File: config.mk
export PLATFORM = sky130hd
export DESIGN_NAME = mii_mac_tx_multi
export DESIGN_NICKNAME = d
export VERILOG_FILES = /design/src/rtl/mii_mac_tx_multi.sv
export SDC_FILE = /design/constraint.sdc
export NUM_CORES = 1
export LEC_CHECK = 0
export ABC_AREA = 0
export CORE_UTILIZATION = 35
export DETAILED_ROUTE_END_ITERATION = 8
export GPL_ROUTABILITY_DRIVEN = 0
export PLACE_DENSITY_LB_ADDON = 0.15
export SYNTH_ARGS = -nofsm -noshare
export SYNTH_HDL_FRONTEND = slang
export SYNTH_SLANG_ARGS = --single-unit
export TNS_END_PERCENT = 50
File: constraint.sdc
create_clock -name clock -period 6.3 [get_ports clock]
set_input_delay 1.89 -clock clock [delete_from_list [all_inputs] [get_ports clock]]
set_output_delay 1.89 -clock clock [all_outputs]
set_load 0.1 [all_outputs]
File: src/rtl/mii_mac_tx_multi.sv
// Multi-channel MII/RMII Ethernet transmitter: round-robin arbitration of byte-wide AXI-Stream
// sources, with preamble/SFD, zero padding, CRC-32 FCS and IFG for framed channels.
module mii_mac_tx_multi #(
    parameter int unsigned NUM_CH          = 2,
    parameter int unsigned USE_RMII        = 1,
    parameter logic [7:0]  BYPASS_MASK     = 8'b10,
    parameter int unsigned MIN_FRAME_BYTES = 60,
    parameter int unsigned IFG_BYTES       = 12,
    localparam int unsigned DW             = (USE_RMII != 0) ? 2 : 4,
    localparam int unsigned CW             = (NUM_CH > 1) ? $clog2(NUM_CH) : 1
) (
    input  logic                clock,
    input  logic                reset,
    input  logic [8*NUM_CH-1:0] saxis_tdata,
    input  logic [NUM_CH-1:0]   saxis_tvalid,
    output logic [NUM_CH-1:0]   saxis_tready,
    input  logic [NUM_CH-1:0]   saxis_tlast,
    output logic [DW-1:0]       mii_d,
    output logic                mii_en,
    output logic                mii_er,
    output logic [CW-1:0]       active_ch,
    output logic                busy,
    output logic                underrun
);

    localparam int unsigned BT       = (USE_RMII != 0) ? 4 : 2;
    localparam int unsigned IFG_CLKS = IFG_BYTES * BT;

    typedef enum logic [3:0] {
        StIdle, StPreamble, StSfd, StData, StPad, StFcs, StUnder, StIfg, StDrain
    } state_e;

    state_e      state_q, state_d;
    logic [CW-1:0] grant_q, grant_d, rr_q, rr_d, pick, sel_ch;
    logic [1:0]  sym_q, sym_d;
    logic [2:0]  idx_q, idx_d;
    logic [7:0]  byte_q, byte_d;
    logic        last_q, last_d;
    logic [10:0] cnt_q, cnt_d;
    logic [31:0] crc_q, crc_d, fcs_q, fcs_d;
    logic [15:0] ifg_q, ifg_d;
    logic        ready, take, to_pad, to_fcs, last_sym;
    logic        ch_valid, ch_last, ch_bypass;
    logic [7:0]  ch_data;
    logic [2:0]  bit_ofs;

    function automatic logic [31:0] crc_byte(input logic [31:0] c_in, input logic [7:0] d);
        logic [31:0] c;
        c = c_in ^ {24'h0, d};
        for (int k = 0; k < 8; k++) begin
            c = c[0] ? ((c >> 1) ^ 32'hEDB88320) : (c >> 1);
        end
        return c;
    endfunction

    // First valid channel at or after the round-robin pointer.
    always_comb begin
        int unsigned idx;
        logic        found;
        idx   = 0;
        found = 1'b0;
        pick  = '0;
        for (int unsigned i = 0; i < NUM_CH; i++) begin
            idx = 32'(rr_q) + i;
            if (idx >= NUM_CH) idx = idx - NUM_CH;
            if (!found && saxis_tvalid[CW'(idx)]) begin
                found = 1'b1;
                pick  = CW'(idx);
            end
        end
    end

    assign sel_ch    = (state_q == StIdle) ? pick : grant_q;
    assign ch_valid  = saxis_tvalid[sel_ch];
    assign ch_last   = saxis_tlast[sel_ch];
    assign ch_data   = saxis_tdata[{sel_ch, 3'b000} +: 8];
    assign ch_bypass = BYPASS_MASK[sel_ch];
    assign last_sym  = (sym_q == 2'(BT - 1));

    always_comb begin
        state_d = state_q;
        grant_d = grant_q;
        rr_d    = rr_q;
        sym_d   = last_sym ? 2'd0 : sym_q + 2'd1;
        idx_d   = idx_q;
        byte_d  = byte_q;
        last_d  = last_q;
        cnt_d   = cnt_q;
        crc_d   = crc_q;
        fcs_d   = fcs_q;
        ifg_d   = ifg_q;
        ready   = 1'b0;
        take    = 1'b0;
        to_pad  = 1'b0;
        to_fcs  = 1'b0;

        case (state_q)
            StIdle: begin
                sym_d = '0;
                if (|saxis_tvalid) begin
                    grant_d = pick;
                    rr_d    = (pick == CW'(NUM_CH - 1)) ? '0 : pick + CW'(1);
                    idx_d   = '0;
                    if (ch_bypass) begin
                        ready = 1'b1;
                        take  = 1'b1;
                    end else begin
                        state_d = StPreamble;
                        byte_d  = 8'h55;
                    end
                end
            end
            StPreamble: begin
                if (last_sym) begin
                    if (idx_q == 3'd6) begin
                        state_d = StSfd;
                        byte_d  = 8'hD5;
                    end else begin
                        idx_d = idx_q + 3'd1;
                    end
                end
            end
            StSfd: begin
                if (last_sym) begin
                    ready = 1'b1;
                    if (ch_valid) take = 1'b1;
                    else state_d = StUnder;
                end
            end
            StData: begin
                if (last_sym) begin
                    if (last_q) begin
                        if (BYPASS_MASK[grant_q]) begin
                            state_d = StIfg;
                            ifg_d   = '0;
                        end else if (cnt_q < 11'(MIN_FRAME_BYTES)) begin
                            to_pad = 1'b1;
                        end else begin
                            to_fcs = 1'b1;
                        end
                    end else begin
                        ready = 1'b1;
                        if (ch_valid) take = 1'b1;
                        else state_d = StUnder;
                    end
                end
            end
            StPad: begin
                if (last_sym) begin
                    if (cnt_q < 11'(MIN_FRAME_BYTES)) to_pad = 1'b1;
                    else to_fcs = 1'b1;
                end
            end
            StFcs: begin
                if (last_sym) begin
                    if (idx_q == 3'd3) begin
                        state_d = StIfg;
                        ifg_d   = '0;
                    end else begin
                        idx_d  = idx_q + 3'd1;
                        fcs_d  = fcs_q >> 8;
                        byte_d = fcs_q[15:8];
                    end
                end
            end
            StUnder: begin
                if (last_sym) state_d = StDrain;
            end
            StDrain: begin
                sym_d = '0;
                ready = 1'b1;
                if (ch_valid && ch_last) begin
                    state_d = StIfg;
                    ifg_d   = '0;
                end
            end
            StIfg: begin
                sym_d = '0;
                if (ifg_q == 16'(IFG_CLKS - 1)) begin
                    state_d = StIdle;
                    crc_d   = 32'hFFFF_FFFF;
                    cnt_d   = '0;
                end else begin
                    ifg_d = ifg_q + 16'd1;
                end
            end
            default: state_d = StIdle;
        endcase

        if (take) begin
            state_d = StData;
            byte_d  = ch_data;
            last_d  = ch_last;
            crc_d   = crc_byte(crc_q, ch_data);
            cnt_d   = (cnt_q == 11'd2047) ? cnt_q : cnt_q + 11'd1;
        end
        if (to_pad) begin
            state_d = StPad;
            byte_d  = 8'h00;
            crc_d   = crc_byte(crc_q, 8'h00);
            cnt_d   = cnt_q + 11'd1;
        end
        if (to_fcs) begin
            state_d = StFcs;
            idx_d   = '0;
            fcs_d   = ~crc_q;
            byte_d  = ~crc_q[7:0];
        end
    end

    always_ff @(posedge clock or posedge reset) begin
        if (reset) begin
            state_q <= StIdle;
            grant_q <= '0;
            rr_q    <= '0;
            sym_q   <= '0;
            idx_q   <= '0;
            byte_q  <= '0;
            last_q  <= 1'b0;
            cnt_q   <= '0;
            crc_q   <= 32'hFFFF_FFFF;
            fcs_q   <= '0;
            ifg_q   <= '0;
        end else begin
            state_q <= state_d;
            grant_q <= grant_d;
            rr_q    <= rr_d;
            sym_q   <= sym_d;
            idx_q   <= idx_d;
            byte_q  <= byte_d;
            last_q  <= last_d;
            cnt_q   <= cnt_d;
            crc_q   <= crc_d;
            fcs_q   <= fcs_d;
            ifg_q   <= ifg_d;
        end
    end

    assign bit_ofs = 3'(sym_q * DW);

    // Outputs decode from registered state so reset clears them without waiting for a clock.
    always_comb begin
        saxis_tready = '0;
        if (ready && !reset) saxis_tready[sel_ch] = 1'b1;
        mii_en   = (state_q == StPreamble) || (state_q == StSfd) || (state_q == StData) ||
                   (state_q == StPad) || (state_q == StFcs) || (state_q == StUnder);
        mii_er   = (state_q == StUnder);
        mii_d    = (mii_en && !mii_er) ? byte_q[bit_ofs +: DW] : '0;
        busy     = (state_q != StIdle);
        underrun = (state_q == StUnder) && (sym_q == 2'd0);
    end

    assign active_ch = grant_q;

endmodule

==> out/metrics.yaml <==
status: "finished clean"
finClkSkew_ns: 0.00882
maxCapViolations: 0
rsz0062_at_grt: "false"
antenna_found_initial: 0
place_inst: 1009
drc: 0
synth_xor_xnor_area_share: 0.191
multi_input_area_mm2: 0.00399
dp_hpwl_um: 13400
yosysMostFrequentCell: "nand2_1"
root_buffer: "clkbuf_16"
maxSlewHeadroom: 0.348
die_area_mm2: 0.0201
first_pass_iters: 5
cts_tree: "built"
grt_usage: 0.196
viasPerCell: 5.47
avgSynthCellArea_um2: 9.05
std_cell_rows: 50
synth-edff-count: 0
ys_top_cells_by_area: "dfrtp_1 26%, dfstp_2 12%, xnor2_1 10%"
hold_class: "reg -> reg"
synth_top_family_by_area: "XOR/XNOR gates"
overflow: 0
drt-total-wl_um: 19000
fin_tns_setup_ns: 0
start_util: 0.361
coreArea_mm2: 0.0190
ctsHoldBuffers: 0
drt_iter0_markers: 403
cts.clk_slew.worst_paths_ns: 0.07
die_h_um: 142
cpMaxStageDelayCell: "clkdlybuf4s50_1"
async_flop_share: 1.00
synth_warnings: 0
nets: 789
cp.required_ns: 4.41
antenna_left: 0
syn2layout_area_growth_pct: 12.3
cpPeakStageDelay_ns: 0.57
io_pins: 31
cts.sinks: 103
critPathCaptureType: "primary output"
layout_min_cycle_time_ns: 5.43
fillers: 1907
crit_fanout: 15
ys_top_cells_by_count: "79 x nand2_1, 78 x xnor2_1, 71 x dfrtp_1, 71 x o21ai_0, 57 x nor2_1"
wl_per_cell_um: 18.5
final_max_slew_viol_count: 0
clk_latency_ns: 0.36
post_cts_resized: 0
yosysSeqAreaShare: 0.382
yosys.area.top_type: "dfrtp_1"
worst_setup_path_start_kind: "primary input"
synthesis.nets: 785
synthAdderAreaFrac: 0.0128
period_share: 0.862
netlist_area_mm2: 0.00685
ys.flop_type: "dfrtp_1"
cp.buffers_inverters: 3
path_cells: "clkdlybuf4s50_1, nand2b_1, a31oi_4, buf_4, and3_1, buf_12"
synth_seq_cells: 103
synth_cells: 756
synthSimpleGateAreaFrac: 0.156
grt_pass1_vias: 5467
synth_top_area_share: 0.260
cts_buffers: 9
grt_pass1_wl_um: 30400
critical-path-top-delay-family: "buffers and inverters"
cp.arrival_ns: 3.54
io_buffers: 30
synth.distinct_cells: 69
synth_compound_area_frac: 0.187
clock_path_buffers: 2
vias: 5609
synthMuxAreaShare: 0.0338
drive_gt1_frac: 0.132
die_x_um: 142
h-tree-depth: 3
setup_violations: 0
num_antenna_cells: 0
post_cts_buffers: 0
grt_max_degree: 64
path_class: "in -> out"
max_freq_mhz: 184
timing.hold.ws_ns: 0.484
worst_pin_slew_ns: 0.976
hold_viol: 0
finish.utilization: 0.406
register_area_mm2: 0.00262
instances_no_fill: 1025
stage by stage:
| step | setup WS (ns) | area [um^2] |
|---|---|---|
| 6_report | 0.872 | 7690 |
| 5_1_grt | 0.804 | 7690 |
| 4_1_cts | 0.888 | 7690 |
| 3_5_place_dp | 0.890 | 7390 |
| 3_3_place_gp | 0.912 | 7390 |
| 2_1_floorplan | 0.302 | 6850 |
placed cells by master, fill, tap and decap left out, types with 3 or more instances in the layout:
master,n
xnor2_1,78
nand3_1,23
a21o_1,3
nor4_1,3
and3_1,13
o221ai_1,5
dfrtp_1,71
o21ai_0,71
clkinvlp_4,4
a221oi_1,9
o41ai_1,3
buf_4,16
nor3b_1,3
nor2b_1,5
clkbuf_16,9
o221a_2,3
inv_1,9
and2_1,4
a31oi_1,8
mux2i_1,10
nand2_1,79
o22ai_1,16
xor2_1,42
nand2b_1,6
a22oi_1,4
mux2i_2,3
ha_1,7
dfstp_2,32
nor3_1,20
clkdlybuf4s50_1,28
o31ai_1,5
a21oi_1,47
mux2_2,4
xnor2_2,10
nor2_1,57
layout make-up:
type	count	share of cell area
clock buffers	10	0.0298
clock inverters	6	0.00911
inverters	10	0.00537
multi-input cells	591	0.518
flip-flops and latches	103	0.340
well taps	260	0.0423
repair buffers	45	0.0547
cell families after synthesis:
logic type	Yosys count
AO/OA/AOI/OAI	203
XOR/XNOR	134
adder cells (fa/ha/maj)	7
buffers and inverters	62
flip-flops	103
multiplexers	19
AND/OR/NAND/NOR	228
worst reg2reg max path: stages (launching register included):
cell and delay (ns):
dfrtp_1 0.63, o41a_1 0.58, a31oi_4 0.15, buf_4 0.29, mux2i_1 0.45, xnor2_4 0.22, xor3_2 0.53, xnor2_1 0.32
nor3_1 0.10, o31a_1 0.29
routing by layer:
metal,up-vias,track usage,share of wire
li1,2677,-,-
met1,2791,0.279,0.48
met5,-,0,0
met2,122,0.307,0.46
met3,19,0.0368,0.042
met4,0,0.0453,0.013
sequential cells by signal (all words and copies together) (netlist names):
name       count
fcs_q         24
idx_q          3
rr_q           1
ifg_q         16
sym_q          2
cnt_q         11
byte_q         8
active_ch      1
last_q         1
crc_q         32
state_q        4
worst paths after layout:
kind | startpoint | endpoint | slack (ns) | depth (start not counted)
setup / recovery | saxis_tvalid[0] | saxis_tready[0] | 0.87 | 6
hold reg to reg | byte_q[1] | byte_q[1] | 0.48 | 2
min in group asynchronous | reset | active_ch | 2.07 | 3
setup reg to reg | state_q[0] | crc_q[23] | 2.66 | 9
hold / removal | byte_q[1] | byte_q[1] | 0.48 | 2
max in group asynchronous | reset | cnt_q[5] | 2.97 | 4
Power is not shown: default switching activity piles up to over one toggle a cycle in this logic, so the estimate is an artifact.
